===== src/rtl/approx_add_pkg.sv =====
`default_nettype none
// ============================================================================
// Module   : approx_add_pkg
// Purpose  : Shared mode encoding and default widths for the approximate adder
// Revision : 1.0
// ============================================================================
package approx_add_pkg;

    typedef enum logic {
        MODE_EXACT  = 1'b0,
        MODE_APPROX = 1'b1
    } mode_e;

    localparam int STAT_W_DEFAULT = 32;

endpackage : approx_add_pkg
`default_nettype wire


===== src/rtl/approx_add_core.sv =====
`default_nettype none
// ============================================================================
// Module   : approx_add_core
// Purpose  : Combinational lower-part-OR adder: splits operands for the first
//            pipeline stage and rebuilds exact/approximate sums from that split
// Revision : 1.0
// ============================================================================
module approx_add_core
    import approx_add_pkg::*;
#(
    parameter int WIDTH = 8,
    parameter int K     = 2,
    parameter int LW    = (K > 0) ? K : 1,
    parameter int HW    = WIDTH - K
) (
    // Operand split, evaluated before the first register stage
    input  logic [WIDTH-1:0] a_i,
    input  logic [WIDTH-1:0] b_i,
    output logic [LW-1:0]    ex_lo_o,
    output logic             ex_c_o,
    output logic [LW-1:0]    ap_lo_o,
    output logic             ap_c_o,
    output logic [HW-1:0]    a_hi_o,
    output logic [HW-1:0]    b_hi_o,
    // Final sums, evaluated from the registered split
    input  logic [LW-1:0]    ex_lo_i,
    input  logic             ex_c_i,
    input  logic [LW-1:0]    ap_lo_i,
    input  logic             ap_c_i,
    input  logic [HW-1:0]    a_hi_i,
    input  logic [HW-1:0]    b_hi_i,
    output logic [WIDTH:0]   exact_sum_o,
    output logic [WIDTH:0]   approx_sum_o
);

    logic [HW:0] hi_ex;
    logic [HW:0] hi_ap;

    assign a_hi_o = a_i[WIDTH-1:K];
    assign b_hi_o = b_i[WIDTH-1:K];

    assign hi_ex = {1'b0, a_hi_i} + {1'b0, b_hi_i} + (HW+1)'(ex_c_i);
    assign hi_ap = {1'b0, a_hi_i} + {1'b0, b_hi_i} + (HW+1)'(ap_c_i);

    generate
        if (K > 0) begin : g_lo
            logic [K:0] lo_full;

            assign lo_full      = {1'b0, a_i[K-1:0]} + {1'b0, b_i[K-1:0]};
            assign ex_lo_o      = lo_full[K-1:0];
            assign ex_c_o       = lo_full[K];
            // Low bits are OR-ed; only the top low-bit pair generates a carry
            assign ap_lo_o      = a_i[K-1:0] | b_i[K-1:0];
            assign ap_c_o       = a_i[K-1] & b_i[K-1];
            assign exact_sum_o  = {hi_ex, ex_lo_i};
            assign approx_sum_o = {hi_ap, ap_lo_i};
        end else begin : g_nolo
            assign ex_lo_o      = '0;
            assign ex_c_o       = 1'b0;
            assign ap_lo_o      = '0;
            assign ap_c_o       = 1'b0;
            assign exact_sum_o  = hi_ex;
            assign approx_sum_o = hi_ap;
        end
    endgenerate

endmodule : approx_add_core
`default_nettype wire


===== src/rtl/approx_add_pipe.sv =====
`default_nettype none
// ============================================================================
// Module   : approx_add_pipe
// Purpose  : Two-stage valid/ready pipeline around approx_add_core with
//            saturating error statistics on delivered approximate samples
// Revision : 1.0
// ============================================================================
module approx_add_pipe
    import approx_add_pkg::*;
#(
    parameter int WIDTH       = 8,
    parameter int APPROX_BITS = 2,
    parameter int STAT_W      = STAT_W_DEFAULT
) (
    input  logic              clk,
    input  logic              rst_n,
    input  logic              in_valid,
    output logic              in_ready,
    input  logic [WIDTH-1:0]  in_a,
    input  logic [WIDTH-1:0]  in_b,
    input  logic              in_mode,
    output logic              out_valid,
    input  logic              out_ready,
    output logic [WIDTH:0]    out_sum,
    output logic              out_mode,
    input  logic              stat_clear,
    output logic [STAT_W-1:0] stat_samples,
    output logic [STAT_W-1:0] stat_err_cnt,
    output logic [STAT_W-1:0] stat_err_sum,
    output logic [STAT_W-1:0] stat_err_max
);

    localparam int K  = APPROX_BITS;
    localparam int LW = (K > 0) ? K : 1;
    localparam int HW = WIDTH - K;
    localparam int EW = WIDTH + 1;
    localparam int AW = ((STAT_W > EW) ? STAT_W : EW) + 1;
    localparam logic [STAT_W-1:0] SAT_MAX = {STAT_W{1'b1}};

    // Core split outputs and rebuilt sums
    logic [LW-1:0]    ex_lo, ap_lo;
    logic             ex_c, ap_c;
    logic [HW-1:0]    a_hi, b_hi;
    logic [WIDTH:0]   exact_sum, approx_sum;

    // Stage 1
    logic             s1_valid_q, s1_valid_d;
    mode_e            s1_mode_q;
    logic [LW-1:0]    s1_ex_lo_q, s1_ap_lo_q;
    logic             s1_ex_c_q, s1_ap_c_q;
    logic [HW-1:0]    s1_a_hi_q, s1_b_hi_q;

    // Stage 2 / output
    logic             s2_valid_q, s2_valid_d;
    logic [WIDTH:0]   sum_q, sum_d;
    mode_e            mode_q;
    logic [WIDTH:0]   err_q, err_d;
    logic             ready_en_q;

    // Statistics
    logic [STAT_W-1:0] samples_q, samples_d;
    logic [STAT_W-1:0] err_cnt_q, err_cnt_d;
    logic [STAT_W-1:0] err_sum_q, err_sum_d;
    logic [STAT_W-1:0] err_max_q, err_max_d;

    logic             s2_ready, in_xfer, s2_load, out_xfer;
    logic [WIDTH:0]   diff;
    logic [AW-1:0]    err_ext, sum_ext;

    approx_add_core #(
        .WIDTH (WIDTH),
        .K     (K)
    ) u_core (
        .a_i          (in_a),
        .b_i          (in_b),
        .ex_lo_o      (ex_lo),
        .ex_c_o       (ex_c),
        .ap_lo_o      (ap_lo),
        .ap_c_o       (ap_c),
        .a_hi_o       (a_hi),
        .b_hi_o       (b_hi),
        .ex_lo_i      (s1_ex_lo_q),
        .ex_c_i       (s1_ex_c_q),
        .ap_lo_i      (s1_ap_lo_q),
        .ap_c_i       (s1_ap_c_q),
        .a_hi_i       (s1_a_hi_q),
        .b_hi_i       (s1_b_hi_q),
        .exact_sum_o  (exact_sum),
        .approx_sum_o (approx_sum)
    );

    // in_ready depends only on registered state and out_ready, never on in_valid
    always_comb begin
        s2_ready   = !s2_valid_q || out_ready;
        in_ready   = ready_en_q && (!s1_valid_q || s2_ready);
        in_xfer    = in_valid && in_ready;
        s2_load    = s2_ready && s1_valid_q;
        s1_valid_d = in_xfer || (s1_valid_q && !s2_ready);
        s2_valid_d = s2_ready ? s1_valid_q : s2_valid_q;
        out_xfer   = s2_valid_q && out_ready;
    end

    always_comb begin
        diff  = (approx_sum >= exact_sum) ? (approx_sum - exact_sum)
                                          : (exact_sum - approx_sum);
        err_d = (s1_mode_q == MODE_APPROX) ? diff : '0;
        sum_d = (s1_mode_q == MODE_APPROX) ? approx_sum : exact_sum;
    end

    // Exact samples carry err_q == 0, so they only ever bump the sample count
    always_comb begin
        samples_d = samples_q;
        err_cnt_d = err_cnt_q;
        err_sum_d = err_sum_q;
        err_max_d = err_max_q;
        err_ext   = AW'(err_q);
        sum_ext   = AW'(err_sum_q) + err_ext;
        if (stat_clear) begin
            samples_d = '0;
            err_cnt_d = '0;
            err_sum_d = '0;
            err_max_d = '0;
        end else if (out_xfer) begin
            samples_d = (samples_q == SAT_MAX) ? SAT_MAX : samples_q + STAT_W'(1);
            if (err_q != '0) begin
                err_cnt_d = (err_cnt_q == SAT_MAX) ? SAT_MAX : err_cnt_q + STAT_W'(1);
                err_sum_d = (sum_ext > AW'(SAT_MAX)) ? SAT_MAX : sum_ext[STAT_W-1:0];
                if (err_ext > AW'(err_max_q)) begin
                    err_max_d = (err_ext > AW'(SAT_MAX)) ? SAT_MAX : err_ext[STAT_W-1:0];
                end
            end
        end
    end

    always_ff @(posedge clk or negedge rst_n) begin
        if (!rst_n) begin
            ready_en_q <= 1'b0;
            s1_valid_q <= 1'b0;
            s1_mode_q  <= MODE_EXACT;
            s1_ex_lo_q <= '0;
            s1_ex_c_q  <= 1'b0;
            s1_ap_lo_q <= '0;
            s1_ap_c_q  <= 1'b0;
            s1_a_hi_q  <= '0;
            s1_b_hi_q  <= '0;
            s2_valid_q <= 1'b0;
            sum_q      <= '0;
            mode_q     <= MODE_EXACT;
            err_q      <= '0;
            samples_q  <= '0;
            err_cnt_q  <= '0;
            err_sum_q  <= '0;
            err_max_q  <= '0;
        end else begin
            ready_en_q <= 1'b1;
            s1_valid_q <= s1_valid_d;
            s2_valid_q <= s2_valid_d;
            if (in_xfer) begin
                s1_mode_q  <= mode_e'(in_mode);
                s1_ex_lo_q <= ex_lo;
                s1_ex_c_q  <= ex_c;
                s1_ap_lo_q <= ap_lo;
                s1_ap_c_q  <= ap_c;
                s1_a_hi_q  <= a_hi;
                s1_b_hi_q  <= b_hi;
            end
            if (s2_load) begin
                sum_q  <= sum_d;
                mode_q <= s1_mode_q;
                err_q  <= err_d;
            end
            samples_q <= samples_d;
            err_cnt_q <= err_cnt_d;
            err_sum_q <= err_sum_d;
            err_max_q <= err_max_d;
        end
    end

    assign out_valid    = s2_valid_q;
    assign out_sum      = sum_q;
    assign out_mode     = mode_q;
    assign stat_samples = samples_q;
    assign stat_err_cnt = err_cnt_q;
    assign stat_err_sum = err_sum_q;
    assign stat_err_max = err_max_q;

endmodule : approx_add_pipe
`default_nettype wire


===== config.mk =====
export PLATFORM = sky130hd
export DESIGN_NAME = approx_add_pipe
export DESIGN_NICKNAME = d
export VERILOG_FILES = /design/src/rtl/approx_add_pkg.sv /design/src/rtl/approx_add_core.sv /design/src/rtl/approx_add_pipe.sv
export SDC_FILE = /design/constraint.sdc
export NUM_CORES = 1
export LEC_CHECK = 0
export ABC_CLOCK_PERIOD_IN_PS = 4500
export CAP_MARGIN = 40
export CORE_MARGIN = 4
export CORE_UTILIZATION = 49
export DETAILED_ROUTE_END_ITERATION = 6
export PLACE_DENSITY = 0.78
export SYNTH_ARGS = -nofsm -noshare
export SYNTH_HDL_FRONTEND = slang
export SYNTH_SLANG_ARGS = --single-unit

===== constraint.sdc =====
create_clock -name clk -period 4.5 [get_ports clk]
set_clock_uncertainty 0.15 [all_clocks]
set_input_delay 0.675 -clock clk [delete_from_list [all_inputs] [get_ports clk]]
set_output_delay 0.675 -clock clk [all_outputs]
set_load 0.05 [all_outputs]

==> results.json <==
{
  "syn_avg_cell_area_um2": 9.02,
  "drt_pass1_iterations": 5,
  "fin_setup_tns_ps": 0,
  "grtUsageMet2": 0.361,
  "htreeDepth": 4,
  "multi_input_area_um2": 5310,
  "use_met1": 0.288,
  "hold_viol_final": 0,
  "dieArea_um2": 21100,
  "slowest_delay_ps": 550,
  "root_buffer": "clkbuf_16",
  "numPortBuffers": 138,
  "synth_top_cell_by_area": "dfrtp_1",
  "grt_pass1_wl_um": 38800,
  "power_density_nw_per_um2": 532,
  "drt-initial-drc-count": 592,
  "finalNonFillerCells": 1418,
  "synth_area_um2": 9240,
  "grt_overflow": 0,
  "final_util": 0.642,
  "seqCellArea_um2": 3650,
  "crit_type": "reg2reg",
  "fmax_mhz": 223,
  "grt_busiest_layer": "met2",
  "cap_violations": 0,
  "worstPathRequired_ps": 4660,
  "crit_path_cell_trace": "ha_2, inv_2, fa_2, nor2b_2, o21ai_2, and3_4, or4b_4, xnor2_4, ha_4, and3_4, a221oi_4, o31ai_4, a21oi_4, mux2_4, a311oi_2, xor2_1, o31ai_1",
  "via_count": 8309,
  "power.leakage_nw": 4.97,
  "synth-seq-cells": 146,
  "worstMarginPinSlew_ps": 820,
  "whs_ps": 14.0,
  "gp_congestion": 0.878,
  "die_width_um": 145,
  "antenna_found_initial": 0,
  "async_reset_ff_frac": 1.00,
  "min_path_type": "in2async",
  "cp-start-kind": "flip-flop",
  "synth.distinct_cells": 68,
  "route.detailed.drc": 0,
  "status": "finished clean",
  "path_clk_slew_ps": 70,
  "yosysWarnings": 0,
  "final-setup-viol-count": 0,
  "drive_gt1_frac": 0.111,
  "grt_util_all_layers": 0.217,
  "design_area_um2": 11700,
  "synth_most_common_cell": "dfrtp_1",
  "path_common_cell": "and3_4",
  "post-route-min-period_ps": 4480,
  "die_h_um": 145,
  "synth_edf_count": 0,
  "netlist_instances": 1024,
  "nets": 1252,
  "synth_top_cell_area_share": 0.395,
  "avgRoutedWirePerCell_um": 16.7,
  "synth.cells.most_frequent": "dfrtp_1 (146), nor2_1 (109), a21oi_1 (78)",
  "post-route-period-util": 0.995,
  "post_dp_cell_area_um2": 11000,
  "wl_um": 23700,
  "clockBufferDepth": 2,
  "peakVddDrop_uv": 461,
  "num_io_pins": 162,
  "slew_violations": 0,
  "met3_usage": 0.0433,
  "clk_latency_ps": 420,
  "cp.arrival_ps": 4630,
  "core_area_um2": 18300,
  "fill_cells": 1502,
  "ant_nets": 0,
  "layout-area-overhead-vs-synth_pct": 27.0,
  "diodes": 0,
  "grt_pass1_vias": 7776,
  "start_util": 0.506,
  "dp.cells": 1375,
  "viasPerCell": 5.86,
  "yosysSeqAreaShare": 0.395,
  "rsz0062_at_grt": "yes",
  "synthFlopType": "dfrtp_1",
  "crit_fanout": 6,
  "grt_max_degree": 60,
  "crit_path_top_delay_cell": "or4b_4",
  "post-dp-hpwl_um": 16800,
  "cts_tree": "built",
  "cts_buffers": 17,
  "clkSinkCount": 146,
  "max-slew-margin-rel": 0.449,
  "num_rows": 49,
  "worstSetupEndpointType": "flip-flop",
  "synth_area_leaders": "dfrtp_1 (40%), ha_1 (6.6%), nor2_1 (4.4%), a21oi_1 (4.2%), mux2i_1 (2.9%)"
}
## cell type report
cell class | instances | area share
clock buffer | 19 | 0.0378
clock inverter | 13 | 0.0105
inverter | 52 | 0.0166
multi-input combinational | 783 | 0.452
sequential | 146 | 0.311
tap | 229 | 0.0244
timing repair buffer | 176 | 0.147
## layout by cell type (no fill, tap or decap), types with 5 or more instances in the layout
master / Yosys / final
or3_1: 7 / 5
and4_1: 9 / 9
o21ai_0: 47 / 45
a311oi_1: 27 / 26
nor3_1: 40 / 40
o31ai_1: 5 / 5
buf_4: 23 / 34
a21oi_1: 78 / 77
o21a_1: 8 / 8
clkdlybuf4s50_1: 0 / 136
a211oi_1: 29 / 29
nor4_1: 11 / 11
a41oi_1: 6 / 5
mux2_2: 19 / 17
dfrtp_1: 146 / 146
nor2b_1: 12 / 11
nor2_1: 109 / 109
and2_1: 10 / 9
conb_1: 2 / 24
xnor2_1: 14 / 12
inv_6: 0 / 7
nand3_1: 40 / 40
a31oi_1: 15 / 15
nand2_1: 68 / 67
clkbuf_16: 0 / 17
or2_2: 5 / 5
nand2b_1: 8 / 8
and3_1: 21 / 20
xor2_1: 14 / 11
a21o_1: 9 / 9
nand4_1: 16 / 16
mux2i_1: 27 / 26
inv_1: 51 / 49
ha_1: 49 / 46
## sequential cells by signal, indices dropped and copies added (netlist names)
signal / count
s1_ex_lo_q: 2
s1_ap_c_q: 1
stat_err_cnt: 32
out_mode: 1
s1_b_hi_q: 6
s1_mode_q: 1
s1_ex_c_q: 1
s1_a_hi_q: 6
stat_err_max: 9
err_q: 9
stat_err_sum: 32
out_valid: 1
s1_valid_q: 1
out_sum: 9
ready_en_q: 1
s1_ap_lo_q: 2
stat_samples: 32
## what timing repair did
item,4_1_cts,5_1_grt
gates resized for setup,9,14
gates cloned,0,0
hold buffers,0,0
setup endpoints to repair,4,6
pin swaps,13,13
buffers inserted,8,3
## cells by family (layout without fill, tap and decap cells)
family | count (synthesis) | in the layout | synth area share
compound gates | 261 | 261 | 0.189
simple gates | 370 | 370 | 0.200
flops | 146 | 146 | 0.395
xor+xnor | 28 | 28 | 0.0265
fa+ha+maj | 54 | 54 | 0.0772
buf+inv | 117 | 260 | 0.0581
mux | 46 | 46 | 0.0524
other cells | 2 | 24 | 0.000813
## stage by stage
step                      power [W]  setup slack, ps
after floorplan             0.00373             76.3
after global placement      0.00442             6.29
after detailed placement    0.00450             -111
after CTS                   0.00603             3.31
after global routing        0.00661             -154
final                       0.00624             23.0
## per-layer routing
layer	share of wire	routed length, um
met3	0.060	1410
met4	0.019	459
met1	0.43	10100
met5	0	0
met2	0.49	11700
## critical path, delay by kind of cell (launching register included)
| family | cells | cell delay [ps] |
|---|---|---|
| and+or+nand+nor | 4 | 1060 |
| buffers and inverters | 1 | 40 |
| adders and majority gates | 3 | 800 |
| AOI/OAI and AO/OA | 6 | 1300 |
| xor gates and xnor gates | 2 | 310 |
| muxes | 1 | 330 |
| DFF | 1 | 350 |
## worst paths after layout
| check | cells after the start | endpoint | slack, ps | from |
|---|---|---|---|---|
| min in group clk | 2 | out_sum[8]$_DFFE_PN0P_ | 340 | out_sum[8]$_DFFE_PN0P_ |
| worst min-delay path | 1 | stat_err_cnt[14]$_DFFE_PN0P_ | 10 | rst_n |
| worst min register to register | 2 | out_sum[8]$_DFFE_PN0P_ | 340 | out_sum[8]$_DFFE_PN0P_ |
| max in group asynchronous | 3 | s1_ap_lo_q[0]$_DFFE_PN0P_ | 3160 | rst_n |
| worst max register to register | 17 | err_q[8]$_DFFE_PN0P_ | 20 | s1_b_hi_q[0]$_DFFE_PN0P_ |
| worst max-delay path | 17 | err_q[8]$_DFFE_PN0P_ | 20 | s1_b_hi_q[0]$_DFFE_PN0P_ |
## power by group
group / internal [W] / total (W) / switching [W]
Clock: 0.000786 / 0.00138 / 0.000591
Combinational: 0.00145 / 0.00327 / 0.00182
Sequential: 0.00144 / 0.00159 / 0.000146
Total: 0.00368 / 0.00624 / 0.00256
No activity file was read; power rests on OpenSTA's default activity.
